<file path="config.mk">
export PLATFORM = sky130hd
export DESIGN_NAME = debounce_strobe
export DESIGN_NICKNAME = d
export VERILOG_FILES = /design/src/rtl/debounce_strobe.sv
export SDC_FILE = /design/constraint.sdc
export NUM_CORES = 1
export LEC_CHECK = 0
export BUFFER_PORTS_ARGS = -buffer_cell sky130_fd_sc_hd__buf_2
export CORE_AREA = 2 2 39 41
export DETAILED_ROUTE_END_ITERATION = 6
export DIE_AREA = 0 0 41 43
export PLACE_DENSITY = 0.39
export RECOVER_POWER = 50
export SYNTH_ARGS = -nofsm -noshare
export SYNTH_HDL_FRONTEND = slang
export SYNTH_SLANG_ARGS = --single-unit
</file>
<file path="constraint.sdc">
create_clock -name clk -period 1.8 [get_ports clk]
set_input_delay 0.09 -clock clk [delete_from_list [all_inputs] [get_ports clk]]
set_output_delay 0.09 -clock clk [all_outputs]
set_load 0.01 [all_outputs]
</file>
<file path="src/rtl/debounce_strobe.sv">
// Debounced level D with a one-cycle enable strobe for a downstream flop.
// Define DEBOUNCE_EDGE_EN to add the registered rise/fall edge pulses.
module debounce_strobe #(
    parameter int SYNC_STAGES = 2,
    parameter int DB_CYCLES   = 4
) (
    input  logic clk,
    input  logic rst,
    input  logic din,
    output logic D,
    output logic en,
    output logic dbg_state_o
`ifdef DEBOUNCE_EDGE_EN
    ,
    output logic rise,
    output logic fall
`endif
);

    localparam int CW = $clog2(DB_CYCLES) + 1;
    localparam logic [CW-1:0] CNT_LAST = CW'(DB_CYCLES - 1);
    localparam logic [CW-1:0] CNT_ONE  = CW'(1);

    typedef enum logic {
        STABLE   = 1'b0,
        COUNTING = 1'b1
    } state_e;

    logic [SYNC_STAGES-1:0] sync_q;
    logic [SYNC_STAGES-1:0] sync_d;
    logic                   s;
    state_e                 state_q;
    logic [CW-1:0]          cnt_q;
    logic                   d_q;
    logic                   en_q;
`ifdef DEBOUNCE_EDGE_EN
    logic                   rise_q;
    logic                   fall_q;
`endif

    // din enters the design only through the head of the synchronizer chain.
    always_comb begin
        sync_d = {sync_q[SYNC_STAGES-2:0], din};
    end

    assign s = sync_q[SYNC_STAGES-1];

    always_ff @(posedge clk) begin
        if (rst) begin
            sync_q  <= '0;
            state_q <= STABLE;
            cnt_q   <= '0;
            d_q     <= 1'b0;
            en_q    <= 1'b0;
`ifdef DEBOUNCE_EDGE_EN
            rise_q  <= 1'b0;
            fall_q  <= 1'b0;
`endif
        end else begin
            sync_q <= sync_d;
            en_q   <= 1'b0;
`ifdef DEBOUNCE_EDGE_EN
            rise_q <= 1'b0;
            fall_q <= 1'b0;
`endif
            case (state_q)
                STABLE: begin
                    if (s != d_q) begin
                        state_q <= COUNTING;
                        cnt_q   <= CNT_ONE;
                    end else begin
                        cnt_q   <= '0;
                    end
                end
                COUNTING: begin
                    if (s == d_q) begin
                        state_q <= STABLE;
                        cnt_q   <= '0;
                    end else if (cnt_q == CNT_LAST) begin
                        // Mismatch held for DB_CYCLES samples: accept it.
                        d_q     <= s;
                        en_q    <= 1'b1;
`ifdef DEBOUNCE_EDGE_EN
                        rise_q  <= s;
                        fall_q  <= ~s;
`endif
                        state_q <= STABLE;
                        cnt_q   <= '0;
                    end else begin
                        cnt_q   <= cnt_q + CNT_ONE;
                    end
                end
                default: begin
                    state_q <= STABLE;
                    cnt_q   <= '0;
                end
            endcase
        end
    end

    assign D           = d_q;
    assign en          = en_q;
    assign dbg_state_o = state_q;
`ifdef DEBOUNCE_EDGE_EN
    assign rise        = rise_q;
    assign fall        = fall_q;
`endif

endmodule

</file>
==> results.yml, run 1 <==
finish:
  area_delta_synth_final_pct: 20.83
  finalInstanceArea_sq_um: 362.8
  final_util_pct: 26.22
  drive_gt1_share_pct: 24.24
  num_antenna_cells: 0
  nNetsFinal: 40
logic_synthesis:
  synth_common_cells: "dfxtp_1 (8), ha_1 (2), nor2b_1 (2), nor3_1 (2)"
  synth.distinct_cells: 15
  synth_compound_area_share_pct: 7.500
  yosysSeqAreaShare_pct: 53.33
  synth_xor_area_share_pct: 5.417
  synthTopCellsByArea: "dfxtp_1 (53%), ha_1 (8.3%), xnor2_2 (5.4%)"
  synthMuxAreaShare_pct: 0
  synth_edf_count: 0
  synth-simple-area-share_pct: 24.17
  ys_ff_latch: 8
  synth_top_area_share_pct: 53.33
  syn_area_per_cell_sq_um: 12.01
  synth-main-ff-cell: "dfxtp_1"
  synth_nets: 30
  synth_most_common_cell: "dfxtp_1"
  synthCells: 25
  synth_largest_area_cell: "dfxtp_1"
  yosysWarningCount: 0
  syn_area_sq_um: 300.3
  synthArstFlopShare_pct: 0
  synth_top_family_by_area: "simple AND/OR/NAND/NOR gates"
  synthAdderAreaFrac_pct: 8.333
worst_setup_path:
  critical_path_peak_fanout: 5
  path_class: "register to register"
  cp-startpoint: "cnt_q[0]$_SDFF_PP0_"
  end_kind: "register"
  cp_data_required_time_ns: 1.97
  r2r_start: "cnt_q[0]$_SDFF_PP0_"
  rr_endpoint: "cnt_q[1]$_SDFF_PP0_"
  rr_worst_depth: 4
  reg2reg_setup_slack_ns: 0.55
  cp.arrival_ns: 1.42
  startpoint_type: "register"
timing:
  finalSetupViolCount: 0
  finalSetupTns_ns: 0
  hold_viol_final: 0
  worst_pin_slew_ns: 0.3860
  max_freq_mhz: 798.4
  rsz0062_at_grt: "no"
  fin_skew_ns: 0.001425
  slew_headroom_pct: 74.27
  finalCritPeriodShare_pct: 69.58
  min_period_ns: 1.252
  slew_viol_final: 0
route:
  drtAntennaViolNets: 0
  wl_um: 518
  drt-initial-drc-count: 1
  first_pass_iters: 2
  wl_per_cell_um: 10.57
  drc: 0
  vias: 209
  vias_per_cell: 4.265
floorplan:
  start_util_pct: 21.70
  die_h_um: 43
  rows: 14
  io_pins: 6
  placeableCoreArea_sq_mm: 0.001384
  die_width_um: 41
  dieArea_sq_mm: 0.001763
clock_network:
  cts.sinks: 8
  cts_hold_buf: 0
  cts_made_buffers: 3
  clockRootBuffer: "clkbuf_4"
  cts_max_path_buffers: 2
  clk_pin_slew_ns: 0.05
  post_cts.repair.setup_buffers: 0
  insertion_delay_ns: 0.25
  cts_resized: 0
  htreeDepth: 1
  cts_tree: "built"
run_status:
  status: "finished, final reports clean"
power:
  powerDensity_mw_per_mm2: 914.6
  p_leak_nw: 0.1242
  ir_worst_vdd_uv: 288.7
global_routing:
  grt_pass1_wl_um: 883
  grt_max_degree: 9
  grt-ovfl-total: 0
  antenna_found_initial: 0
  grt_pass1_vias: 203
  track_usage_pct: 8.569
placed_design:
  place_area_sq_um: 345.3
  dp_hpwl_um: 360.2
  port_buffers: 5
  gp_congestion: 0.5843
job:
  drv_cap: 0
min_path:
  hold_path.class: "input pin to register"
  hold_depth: 2
  min_to: "sync_q[0]$_SDFF_PP0_"
  hold_path_startpoint: "din"
critical path: stages, from the launching register on:
cell	delay (ns)
dfxtp_1	0.31
ha_1	0.19
ha_1	0.25
nand2b_1	0.21
nor4b_2	0.21
area by class of cell:
cell class	instances	area, sq um
Fill cell	152	1021
Sequential cell	8	160.2
Multi-Input combinational cell	16	136.4
Clock buffer	3	22.52
Timing Repair Buffer	5	20.02
Tap cell	16	20.02
Inverter	1	3.754
how the worst max path moves through the flow:
stage | to | slack, ns | depth (start not counted)
2_1_floorplan | cnt_q[1]$_SDFF_PP0_ | 0.66 | 4
3_3_place_gp | cnt_q[1]$_SDFF_PP0_ | 0.60 | 4
3_5_place_dp | cnt_q[1]$_SDFF_PP0_ | 0.56 | 4
4_1_cts | cnt_q[1]$_SDFF_PP0_ | 0.55 | 4
5_1_grt | cnt_q[1]$_SDFF_PP0_ | 0.45 | 4
6_report | cnt_q[1]$_SDFF_PP0_ | 0.55 | 4
layer usage:
layer	wire length (um)	track usage (%)
met5	0	0
met4	4	10.00
met3	28	4.712
met2	237	8.750
met1	248	10.75
flip-flops by register name (all words and copies together), names as in the netlist:
name	cells
cnt_q	3
dbg_state_o	1
en	1
sync_q	2
D	1
power by group:
| part | internal, mW | switching [mW] |
|---|---|---|
| sequential | 0.180 | 0.00242 |
| clock | 0.0763 | 0.0616 |
| combinational | 0.00464 | 0.00643 |
| total | 0.261 | 0.0704 |
logic make-up (layout without fill, tap and decap cells):
| group | after synthesis | count (layout) |
|---|---|---|
| AOI/OAI and AO/OA | 3 | 3 |
| xor gates and xnor gates | 1 | 1 |
| adders and majority gates | 2 | 2 |
| buffers and inverters | 1 | 9 |
| DFF | 8 | 8 |
| and+or+nand+nor | 10 | 10 |
cells in the final DEF, fill, tap and decap left out:
cell type  n
dfxtp_1    8
clkbuf_1   4
clkbuf_4   3
nor3_1     2
nor2b_1    2
ha_1       2
inv_1      1
xnor2_2    1
nand2b_1   1
nor4_2     1
nand3_1    1
a21bo_2    1
a21oi_1    1
nand2_1    1
nor4b_2    1
o21a_1     1
nor3b_1    1
buf_2      1
stage by stage:
| stage | cells | hold slack [ns] | setup slack [ns] | power [mW] |
|---|---|---|---|---|
| floorplan | 25 | 0.1591 | 0.6554 | 0.1918 |
| global placement | 46 | 0.3039 | 0.6037 | 0.1978 |
| detailed placement | 46 | 0.3077 | 0.5635 | 0.1986 |
| CTS | 49 | 0.03969 | 0.5506 | 0.3411 |
| global route | 49 | 0.07098 | 0.4460 | 0.3531 |
| finish | 49 | 0.04571 | 0.5475 | 0.3319 |
No activity file was read; power rests on OpenSTA's default activity.
==> run 2: changes to the inputs <==
==> constraint.sdc (replaced) <==
create_clock -name clk -period 1.3 [get_ports clk]
set_input_delay 0.065 -clock clk [delete_from_list [all_inputs] [get_ports clk]]
set_output_delay 0.065 -clock clk [all_outputs]
set_load 0.01 [all_outputs]
==> run 2 against run 1 <==
Against the previous run:
- design area is 2.1% higher
- total power increased by 37%
- via count decreased by 5.7%
- fmax rose by 6.0%
- sequential power up 39%
- worst setup slack worse by 0.43 ns
- global-route usage down 1.0 points
- first-iteration DRC count grew to 3.0 times the previous value
- critical path type unchanged
==> results.yml, run 2 (synthesis results as in run 1) <==
floorplan:
  die_width_um: 41
  die_h_um: 43
  placeableCoreArea_sq_mm: 0.001384
  dieArea_sq_mm: 0.001763
  rows: 14
  start_util_pct: 21.70
  io_pins: 6
worst_setup_path:
  startpoint_type: "register"
  path_class: "register to register"
  cp.arrival_ns: 1.35
  rr_endpoint: "cnt_q[1]$_SDFF_PP0_"
  end_kind: "register"
  reg2reg_setup_slack_ns: 0.12
  cp_data_required_time_ns: 1.47
  r2r_start: "cnt_q[0]$_SDFF_PP0_"
  critical_path_peak_fanout: 5
  rr_worst_depth: 4
finish:
  num_antenna_cells: 0
  final_cell_mix: "dfxtp_1 (8), clkbuf_1 (4), clkbuf_4 (3)"
  drive_gt1_share_pct: 27.27
  regMostFlops: "cnt_q"
  fillers: 154
  final_common_cell: "dfxtp_1"
  finalInstanceArea_sq_um: 370.4
  area_delta_synth_final_pct: 23.33
  largest_register_ffs: 3
  nNetsFinal: 40
  top_regs: "cnt_q x3, sync_q x2"
route:
  first_pass_iters: 4
  drc: 0
  vias: 197
  drtAntennaViolNets: 0
  vias_per_cell: 4.020
  wl_um: 478
  drt-initial-drc-count: 3
  wl_per_cell_um: 9.755
timing:
  fin_skew_ns: 0.006044
  max_freq_mhz: 846.2
  slew_viol_final: 0
  worst_pin_slew_ns: 0.3847
  finalSetupTns_ns: 0
  hold_viol_final: 0
  finalSetupViolCount: 0
  slew_headroom_pct: 74.35
  rsz0062_at_grt: "no"
  finalCritPeriodShare_pct: 90.91
  min_period_ns: 1.182
placed_design:
  gp_congestion: 0.5778
  port_buffers: 5
  place_area_sq_um: 345.3
  dp_hpwl_um: 353.6
min_path:
  min_to: "sync_q[0]$_SDFF_PP0_"
  hold_path_startpoint: "din"
  hold_path.class: "input pin to register"
  hold_depth: 2
global_routing:
  grt_max_degree: 9
  antenna_found_initial: 0
  grt_pass1_vias: 195
  grt_pass1_wl_um: 828
  grt-ovfl-total: 0
  track_usage_pct: 7.560
clock_network:
  cts_made_buffers: 3
  cts.sinks: 8
  clk_pin_slew_ns: 0.06
  cts_tree: "built"
  htreeDepth: 1
  cts_resized: 0
  post_cts.repair.setup_buffers: 0
  clockRootBuffer: "clkbuf_4"
  cts_hold_buf: 0
  insertion_delay_ns: 0.25
  cts_max_path_buffers: 2
power:
  p_leak_nw: 0.1253
  switching_power_mw: 0.09364
  power_frac_comb_pct: 3.5
  switching_share_pct: 20.53
  p_clk_share_pct: 40.8
  seqPwrFrac_pct: 55.7
  p_int_mw: 0.3624
  powerDensity_mw_per_mm2: 1231
  ir_worst_vdd_uv: 535.5
run_status:
  status: "finished, final reports clean"
job:
  drv_cap: 0
==> run 2: layout make-up <==
class,count,area (sq um),area share (%)
Tap cell,16,20.02,5.405
Timing Repair Buffer,5,20.02,5.405
Multi-Input combinational cell,16,143.9,38.85
Clock buffer,3,22.52,6.081
Inverter,1,3.754,1.014
Sequential cell,8,160.2,43.24
==> run 2: worst max-delay path, stage by stage (launching register included) <==
cell and delay [ns]:
dfxtp_1 0.31, ha_1 0.19, ha_1 0.24, nand2b_4 0.17, nor4b_2 0.19
==> run 2: metal layers <==
layer	track usage, %	up-vias	routed length, um
met3	3.141	0	21
met5	0	-	0
met4	8.000	0	0
met2	8.750	5	220
li1	-	104	-
met1	9.446	88	236
==> run 2: per-stage QoR <==
stage | worst slack [ns] | utilization (%) | hold slack (ns) | power [mW] | std cells
floorplan | 0.1554 | - | 0.1341 | 0.2656 | 25
global placement | 0.09992 | 24.95 | 0.2783 | 0.2740 | 46
detailed placement | 0.07958 | 24.95 | 0.2796 | 0.2750 | 46
CTS | 0.06732 | 26.58 | 0.01831 | 0.4633 | 49
global route | 0.04305 | 26.76 | 0.03606 | 0.4781 | 49
finish | 0.1182 | 26.76 | 0.02560 | 0.4561 | 49
==> run 2: worst max path at each step <==
stage                         from             endpoint  slack [ns]  cells past startpoint
3_5_place_dp   cnt_q[0]$_SDFF_PP0_  cnt_q[1]$_SDFF_PP0_        0.08                      4
2_1_floorplan  cnt_q[0]$_SDFF_PP0_  cnt_q[1]$_SDFF_PP0_        0.16                      4
3_3_place_gp   cnt_q[0]$_SDFF_PP0_  cnt_q[1]$_SDFF_PP0_         0.1                      4
5_1_grt        cnt_q[0]$_SDFF_PP0_  cnt_q[1]$_SDFF_PP0_        0.04                      4
6_report       cnt_q[0]$_SDFF_PP0_  cnt_q[1]$_SDFF_PP0_        0.12                      4
4_1_cts        cnt_q[0]$_SDFF_PP0_  cnt_q[1]$_SDFF_PP0_        0.07                      4
==> run 2: power groups by stage <==
stage	clock (mW)	combinational, mW	sequential (mW)
global route	0.206	0.0179	0.254
floorplan	0	0.00742	0.258
global placement	0	0.0157	0.258
detailed placement	0	0.0164	0.259
finish	0.186	0.0159	0.254
CTS	0.194	0.0164	0.253
